$ cat src/rtl/muldiv_sequencer_if.sv
// Handshake/result bundle between the EX-stage control and the mul/div sequencer.
interface muldiv_sequencer_if #(
   parameter int WIDTH = 32
);
   logic             op_valid;
   logic [1:0]       op_code;
   logic [WIDTH-1:0] src_a;
   logic [WIDTH-1:0] src_b;
   logic             flush;
   logic             busy;
   logic             res_valid;
   logic [WIDTH-1:0] res_hi;
   logic [WIDTH-1:0] res_lo;

   modport master (
      output op_valid, op_code, src_a, src_b, flush,
      input  busy, res_valid, res_hi, res_lo
   );

   modport slave (
      input  op_valid, op_code, src_a, src_b, flush,
      output busy, res_valid, res_hi, res_lo
   );
endinterface

$ cat src/rtl/muldiv_sequencer.sv
// EX-stage multiply/divide sequencer: single-cycle multiply, 32-step restoring
// divide with sign fix-up, pipeline stall while busy and a one-cycle HI/LO strobe.
module muldiv_sequencer #(
   parameter int WIDTH = 32
) (
   input  logic              clk,
   input  logic              rst,
   muldiv_sequencer_if.slave bus
);
   localparam int CW = $clog2(WIDTH) + 1;

   typedef enum logic [2:0] {
      S_IDLE,
      S_MUL,
      S_DIV,
      S_FIX,
      S_DONE
   } state_t;

   state_t           state_q, state_d;
   logic [WIDTH-1:0] a_q, a_d;
   logic [WIDTH-1:0] b_q, b_d;
   logic [WIDTH-1:0] rem_q, rem_d;
   logic [WIDTH-1:0] hi_q, hi_d;
   logic [WIDTH-1:0] lo_q, lo_d;
   logic [CW-1:0]    cnt_q, cnt_d;
   logic             sgn_q, sgn_d;
   logic             sa_q, sa_d;
   logic             sb_q, sb_d;

   logic             accept;
   logic             op_signed;
   logic [2*WIDTH-1:0] ext_a, ext_b, prod;
   logic [WIDTH:0]   trial;

   assign accept    = (state_q == S_IDLE) & bus.op_valid & ~bus.flush;
   assign op_signed = ~bus.op_code[0];

   assign ext_a = sgn_q ? {{WIDTH{a_q[WIDTH-1]}}, a_q} : {{WIDTH{1'b0}}, a_q};
   assign ext_b = sgn_q ? {{WIDTH{b_q[WIDTH-1]}}, b_q} : {{WIDTH{1'b0}}, b_q};
   assign prod  = ext_a * ext_b;

   // rem stays below 2^(WIDTH-1) until the last shift, so its MSB is never lost here.
   assign trial = {1'b0, rem_q[WIDTH-2:0], a_q[WIDTH-1]} - {1'b0, b_q};

   always_comb begin
      state_d = state_q;
      a_d     = a_q;
      b_d     = b_q;
      rem_d   = rem_q;
      hi_d    = hi_q;
      lo_d    = lo_q;
      cnt_d   = cnt_q;
      sgn_d   = sgn_q;
      sa_d    = sa_q;
      sb_d    = sb_q;

      case (state_q)
         S_IDLE: begin
            if (accept) begin
               sgn_d = op_signed;
               if (bus.op_code[1]) begin
                  sa_d    = op_signed & bus.src_a[WIDTH-1];
                  sb_d    = op_signed & bus.src_b[WIDTH-1];
                  a_d     = (op_signed & bus.src_a[WIDTH-1]) ? -bus.src_a : bus.src_a;
                  b_d     = (op_signed & bus.src_b[WIDTH-1]) ? -bus.src_b : bus.src_b;
                  rem_d   = '0;
                  cnt_d   = CW'(WIDTH - 1);
                  state_d = S_DIV;
               end else begin
                  a_d     = bus.src_a;
                  b_d     = bus.src_b;
                  state_d = S_MUL;
               end
            end
         end
         S_MUL: begin
            {hi_d, lo_d} = prod;
            state_d      = S_DONE;
         end
         S_DIV: begin
            // a_q doubles as dividend shifter (out at MSB) and quotient (in at LSB).
            a_d   = {a_q[WIDTH-2:0], ~trial[WIDTH]};
            rem_d = trial[WIDTH] ? {rem_q[WIDTH-2:0], a_q[WIDTH-1]} : trial[WIDTH-1:0];
            cnt_d = cnt_q - 1'b1;
            if (cnt_q == '0) state_d = S_FIX;
         end
         S_FIX: begin
            lo_d    = (sa_q ^ sb_q) ? -a_q : a_q;
            hi_d    = sa_q ? -rem_q : rem_q;
            state_d = S_DONE;
         end
         S_DONE:  state_d = S_IDLE;
         default: state_d = S_IDLE;
      endcase

      if (bus.flush) begin
         state_d = S_IDLE;
         hi_d    = hi_q;
         lo_d    = lo_q;
      end
   end

   always_ff @(posedge clk or posedge rst) begin
      if (rst) begin
         state_q <= S_IDLE;
         a_q     <= '0;
         b_q     <= '0;
         rem_q   <= '0;
         hi_q    <= '0;
         lo_q    <= '0;
         cnt_q   <= '0;
         sgn_q   <= 1'b0;
         sa_q    <= 1'b0;
         sb_q    <= 1'b0;
      end else begin
         state_q <= state_d;
         a_q     <= a_d;
         b_q     <= b_d;
         rem_q   <= rem_d;
         hi_q    <= hi_d;
         lo_q    <= lo_d;
         cnt_q   <= cnt_d;
         sgn_q   <= sgn_d;
         sa_q    <= sa_d;
         sb_q    <= sb_d;
      end
   end

   // No stall is requested while reset is held, even if EX still shows an op.
   assign bus.busy = ~rst & ~bus.flush &
                     (((state_q == S_IDLE) & bus.op_valid) | (state_q == S_MUL) |
                      (state_q == S_DIV) | (state_q == S_FIX));
   assign bus.res_valid = (state_q == S_DONE);
   assign bus.res_hi    = hi_q;
   assign bus.res_lo    = lo_q;
endmodule

$ cat src/flat_wrapper.sv
// flat-port wrapper written by rule: the top's interface ports become plain ports
module muldiv_sequencer_flat 
#(
   parameter int WIDTH = 32
)
  (clk, rst, bus_op_valid, bus_op_code, bus_src_a, bus_src_b, bus_flush, bus_busy, bus_res_valid, bus_res_hi, bus_res_lo);
  muldiv_sequencer_if #(.WIDTH(WIDTH)) bus_i ();
  input  logic clk;
  input  logic rst;
  input wire logic [$bits(bus_i.op_valid)-1:0] bus_op_valid;
  input wire logic [$bits(bus_i.op_code)-1:0] bus_op_code;
  input wire logic [$bits(bus_i.src_a)-1:0] bus_src_a;
  input wire logic [$bits(bus_i.src_b)-1:0] bus_src_b;
  input wire logic [$bits(bus_i.flush)-1:0] bus_flush;
  output wire logic [$bits(bus_i.busy)-1:0] bus_busy;
  output wire logic [$bits(bus_i.res_valid)-1:0] bus_res_valid;
  output wire logic [$bits(bus_i.res_hi)-1:0] bus_res_hi;
  output wire logic [$bits(bus_i.res_lo)-1:0] bus_res_lo;
  assign bus_i.op_valid = bus_op_valid;
  assign bus_i.op_code = bus_op_code;
  assign bus_i.src_a = bus_src_a;
  assign bus_i.src_b = bus_src_b;
  assign bus_i.flush = bus_flush;
  assign bus_busy = bus_i.busy;
  assign bus_res_valid = bus_i.res_valid;
  assign bus_res_hi = bus_i.res_hi;
  assign bus_res_lo = bus_i.res_lo;
  muldiv_sequencer #(.WIDTH(WIDTH)) u_core (.clk(clk), .rst(rst), .bus(bus_i));
endmodule
$ cat config.mk
export PLATFORM = sky130hd
export DESIGN_NAME = muldiv_sequencer_flat
export DESIGN_NICKNAME = d
export VERILOG_FILES = /design/src/rtl/muldiv_sequencer_if.sv /design/src/rtl/muldiv_sequencer.sv /design/src/flat_wrapper.sv
export SDC_FILE = /design/constraint.sdc
export NUM_CORES = 2
export LEC_CHECK = 0
export CORE_ASPECT_RATIO = 1.2
export CORE_UTILIZATION = 40
export CTS_BUF_LIST = sky130_fd_sc_hd__clkbuf_4
export CTS_CLUSTER_DIAMETER = 80
export DETAILED_ROUTE_END_ITERATION = 8
export PLACE_DENSITY = 0.62
export SYNTH_ARGS = -nofsm -noshare
export SYNTH_HDL_FRONTEND = slang
export SYNTH_SLANG_ARGS = --single-unit
export TNS_END_PERCENT = 100
$ cat constraint.sdc
create_clock -name clk -period 21.6 [get_ports clk]
set_clock_uncertainty 0.2 [all_clocks]
set_input_delay 5.4 -clock clk [delete_from_list [all_inputs] [get_ports clk]]
set_output_delay 5.4 -clock clk [all_outputs]
set_load 0.005 [all_outputs]
==> results.md <==
- GP Congestion: 0.995
- Synth top area cells: fa_1 (48%), inv_1 (9.9%), ha_1 (7.3%)
- Worst slew margin: roughly 6.5%
- Cell taking the most area after synthesis: fa_1
- Die area: approximately 0.15 mm²
- Tcrit/Tclk final: a little under 60%
- Core Box Area: 0.147 mm²
- Register bit total from synthesis: ~170
- Most frequent cells in the layout: inv_1 (1,553), fa_1 (1,420), nand2_1 (713)
- # clock sinks: roughly 170
- Largest net degree at the start of global routing: 97
- Vias in the first global route: roughly 50,000
- Global-route wire length before repair: between 300,000 and 400,000 µm
- Post-DR vias/cell: ~5.4
- Detail Route Antenna Nets: 0
- Synth top area share: roughly half
- Die Wd: roughly 350 µm
- Period minus WS final: about 13 ns
- Seq/Total Area, Yosys: 7.27%
- Commonest non-fill, non-tap cell in the layout: inv_1
- Grt ovf: 0
- Final-stage net count: just over 8,000
- CTS tree: done
- CTS root buf: clkbuf_4
- EDFF count, synth: 0
- Top FF cell, synth: dfrtp_1
- Drc violations: 0
- Syn Inst Count: around 6,500
- Netlist cell types: 76
- Vias: between 40,000 and 50,000
- I/O pins: about 140
- CP Max Fanout: between 50 and 60
- Critical path type: in -> out
- YS warnings: 0
- Req. time, crit path: between 15 and 20 ns
- Initial DRC Count: 3,725
- Synthesized Nets: about 8,300
- Max-slew violation count: 0
- Worst Tran Pin Value: around 1.4 ns
- Max Clk Rate: 0.0797 GHz
- Share of layout cells above drive strength 1: under 10%
- Maxcap violations: 0
- Detailed Route WL: 205,000 µm
- Design Area, Final: about 0.063 mm²
- Die height: 423 µm
- Post-cts repair resize count: 0
- Hold Path Class: reg -> reg
- Avg Inst Size Synth: between 9 and 10 µm²
- Initial antenna violation count: 10
- Post-CTS Setup Inserts: 0
- Pre-antenna DRT Iters: 6
- Row cnt: about 150
- Fin Setup TNS: 0 ns
- RSZ-0062 raised after global routing: false
- Placement Cell Area: 0.0624 mm²
- Area grow syn2layout: 6.13%
- Hold Fails Final Rpt: 0
- All-Layer GR Usage: around 28%
- H-tree levels: 4
- Placed cell count: between 8,000 and 9,000
- Util after Layout: a little over two fifths
- Async set-reset flop share out of synthesis: between 90% and 100%
- Clk pin slew, worst setup/hold paths: roughly 0.19 ns
- Port Buffer Count: ~140
- Worst skew pair latency: 0.73 ns
- Detailed-route wire length per cell: roughly 25 µm
- Cts bufs inserted: 17
- Worst Setup End Kind: output port
- Cts hold-fix bufs: 0
- HPWL Detailed: ~160,000 µm
- Initial core utilization: between 40% and 50%
- CP startpoint kind: input port
- Cell Area, Synth: approximately 0.059 mm²
- Clock Tree Buf Depth: 2
- Final-report setup violation count: 0
- Outcome: finished clean
- Final cell count without fillers: about 8,400
- CP arrival: between 6 and 7 ns
stage by stage:
step	hold slack [ns]	worst slack, ns
final	0.300	9.05
after global placement	0.260	8.98
after detailed placement	0.264	9.00
after floorplan	0.270	6.46
after global routing	0.337	8.92
after CTS	0.306	9.00
final cells by class:
class	instances	area [µm²]
Inverter	1554	5840
Multi-Input combinational cell	4426	47800
Fill cell	14514	84000
Sequential cell	172	4320
Clock buffer	17	128
Clock inverter	15	223
Tap cell	1950	2440
Antenna cell	4	10.0
Timing Repair Buffer	223	2010
worst paths after layout:
kind | startpoint | end | slack, ns | cells after the start
max in group asynchronous | rst | u_core.b_q[27]$_DFFE_PP0P_ | 14.35 | 4
hold / removal | u_core.bus.res_lo[5]$_DFFE_PP0P_ | u_core.bus.res_lo[5]$_DFFE_PP0P_ | 0.30 | 2
min in group asynchronous | rst | u_core.bus.res_lo[5]$_DFFE_PP0P_ | 4.86 | 2
setup reg to reg | u_core.a_q[31]$_DFFE_PP0P_ | u_core.bus.res_hi[24]$_DFFE_PP0P_ | 10.40 | 31
setup / recovery | rst | bus_busy | 9.05 | 4
hold reg to reg | u_core.bus.res_lo[5]$_DFFE_PP0P_ | u_core.bus.res_lo[5]$_DFFE_PP0P_ | 0.30 | 2
cell usage after synthesis (8+ instances only):
| cell | number |
|---|---|
| nor3_1 | 30 |
| fa_1 | 1420 |
| o31ai_1 | 28 |
| nor4_1 | 17 |
| clkbuf_1 | 302 |
| inv_1 | 1554 |
| a21o_1 | 46 |
| or4_1 | 16 |
| nor2b_1 | 13 |
| o41ai_1 | 15 |
| nand2b_1 | 16 |
| and3_1 | 27 |
| mux2i_1 | 17 |
| a22oi_1 | 37 |
| o21ai_0 | 240 |
| xnor2_1 | 153 |
| nor2_1 | 210 |
| xor2_1 | 109 |
| nand4_1 | 16 |
| nand3_1 | 28 |
| o21a_1 | 12 |
| or3_1 | 16 |
| o211ai_1 | 11 |
| nand2_1 | 715 |
| a31oi_1 | 18 |
| a211oi_1 | 13 |
| ha_1 | 347 |
| buf_1 | 29 |
| and2_1 | 532 |
| dfrtp_1 | 172 |
| o21bai_1 | 18 |
| a211o_1 | 8 |
| a21oi_1 | 187 |
metal layers:
metal / global-route usage (%) / wire length [µm] / part of all wire (%)
met1: 32.2 / 72400 / 35
met4: 18.4 / 16400 / 8.0
met5: 0 / 27 / 0.013
met3: 3.07 / 12700 / 6.2
met2: 50.3 / 104000 / 50
flip-flops by register name, summed over array words and instances (netlist names):
signal,cells
u_core.a_q,32
u_core.rem_q,32
u_core.sa_q,1
u_core.state_q,3
u_core.sgn_q,1
u_core.bus.res_hi,32
u_core.bus.res_lo,32
u_core.b_q,32
u_core.cnt_q,6
u_core.sb_q,1
critical path, stage by stage:
cell and delay, ns:
clkdlybuf4s50_1 0.49, inv_8 0.32, o311a_1 0.24, clkdlybuf4s50_1 0.49
logic make-up (layout without fill, tap and decap cells):
kind of cell    after synthesis  after routing  share of synthesized area (%)
buf+inv                    1887           1809                           12.0
fa+ha+maj                  1769           1769                           55.4
simple gates               1674           1674                           13.9
compound gates              704            704                           7.32
xor+xnor                    262            262                           3.88
flops                       172            172                           7.27
mux                          17             17                          0.288
other cells                   0              4                              0
Power is left out: the tool's default activity adds up to more than one toggle a clock period on the data nets, which glitch-free logic cannot reach.
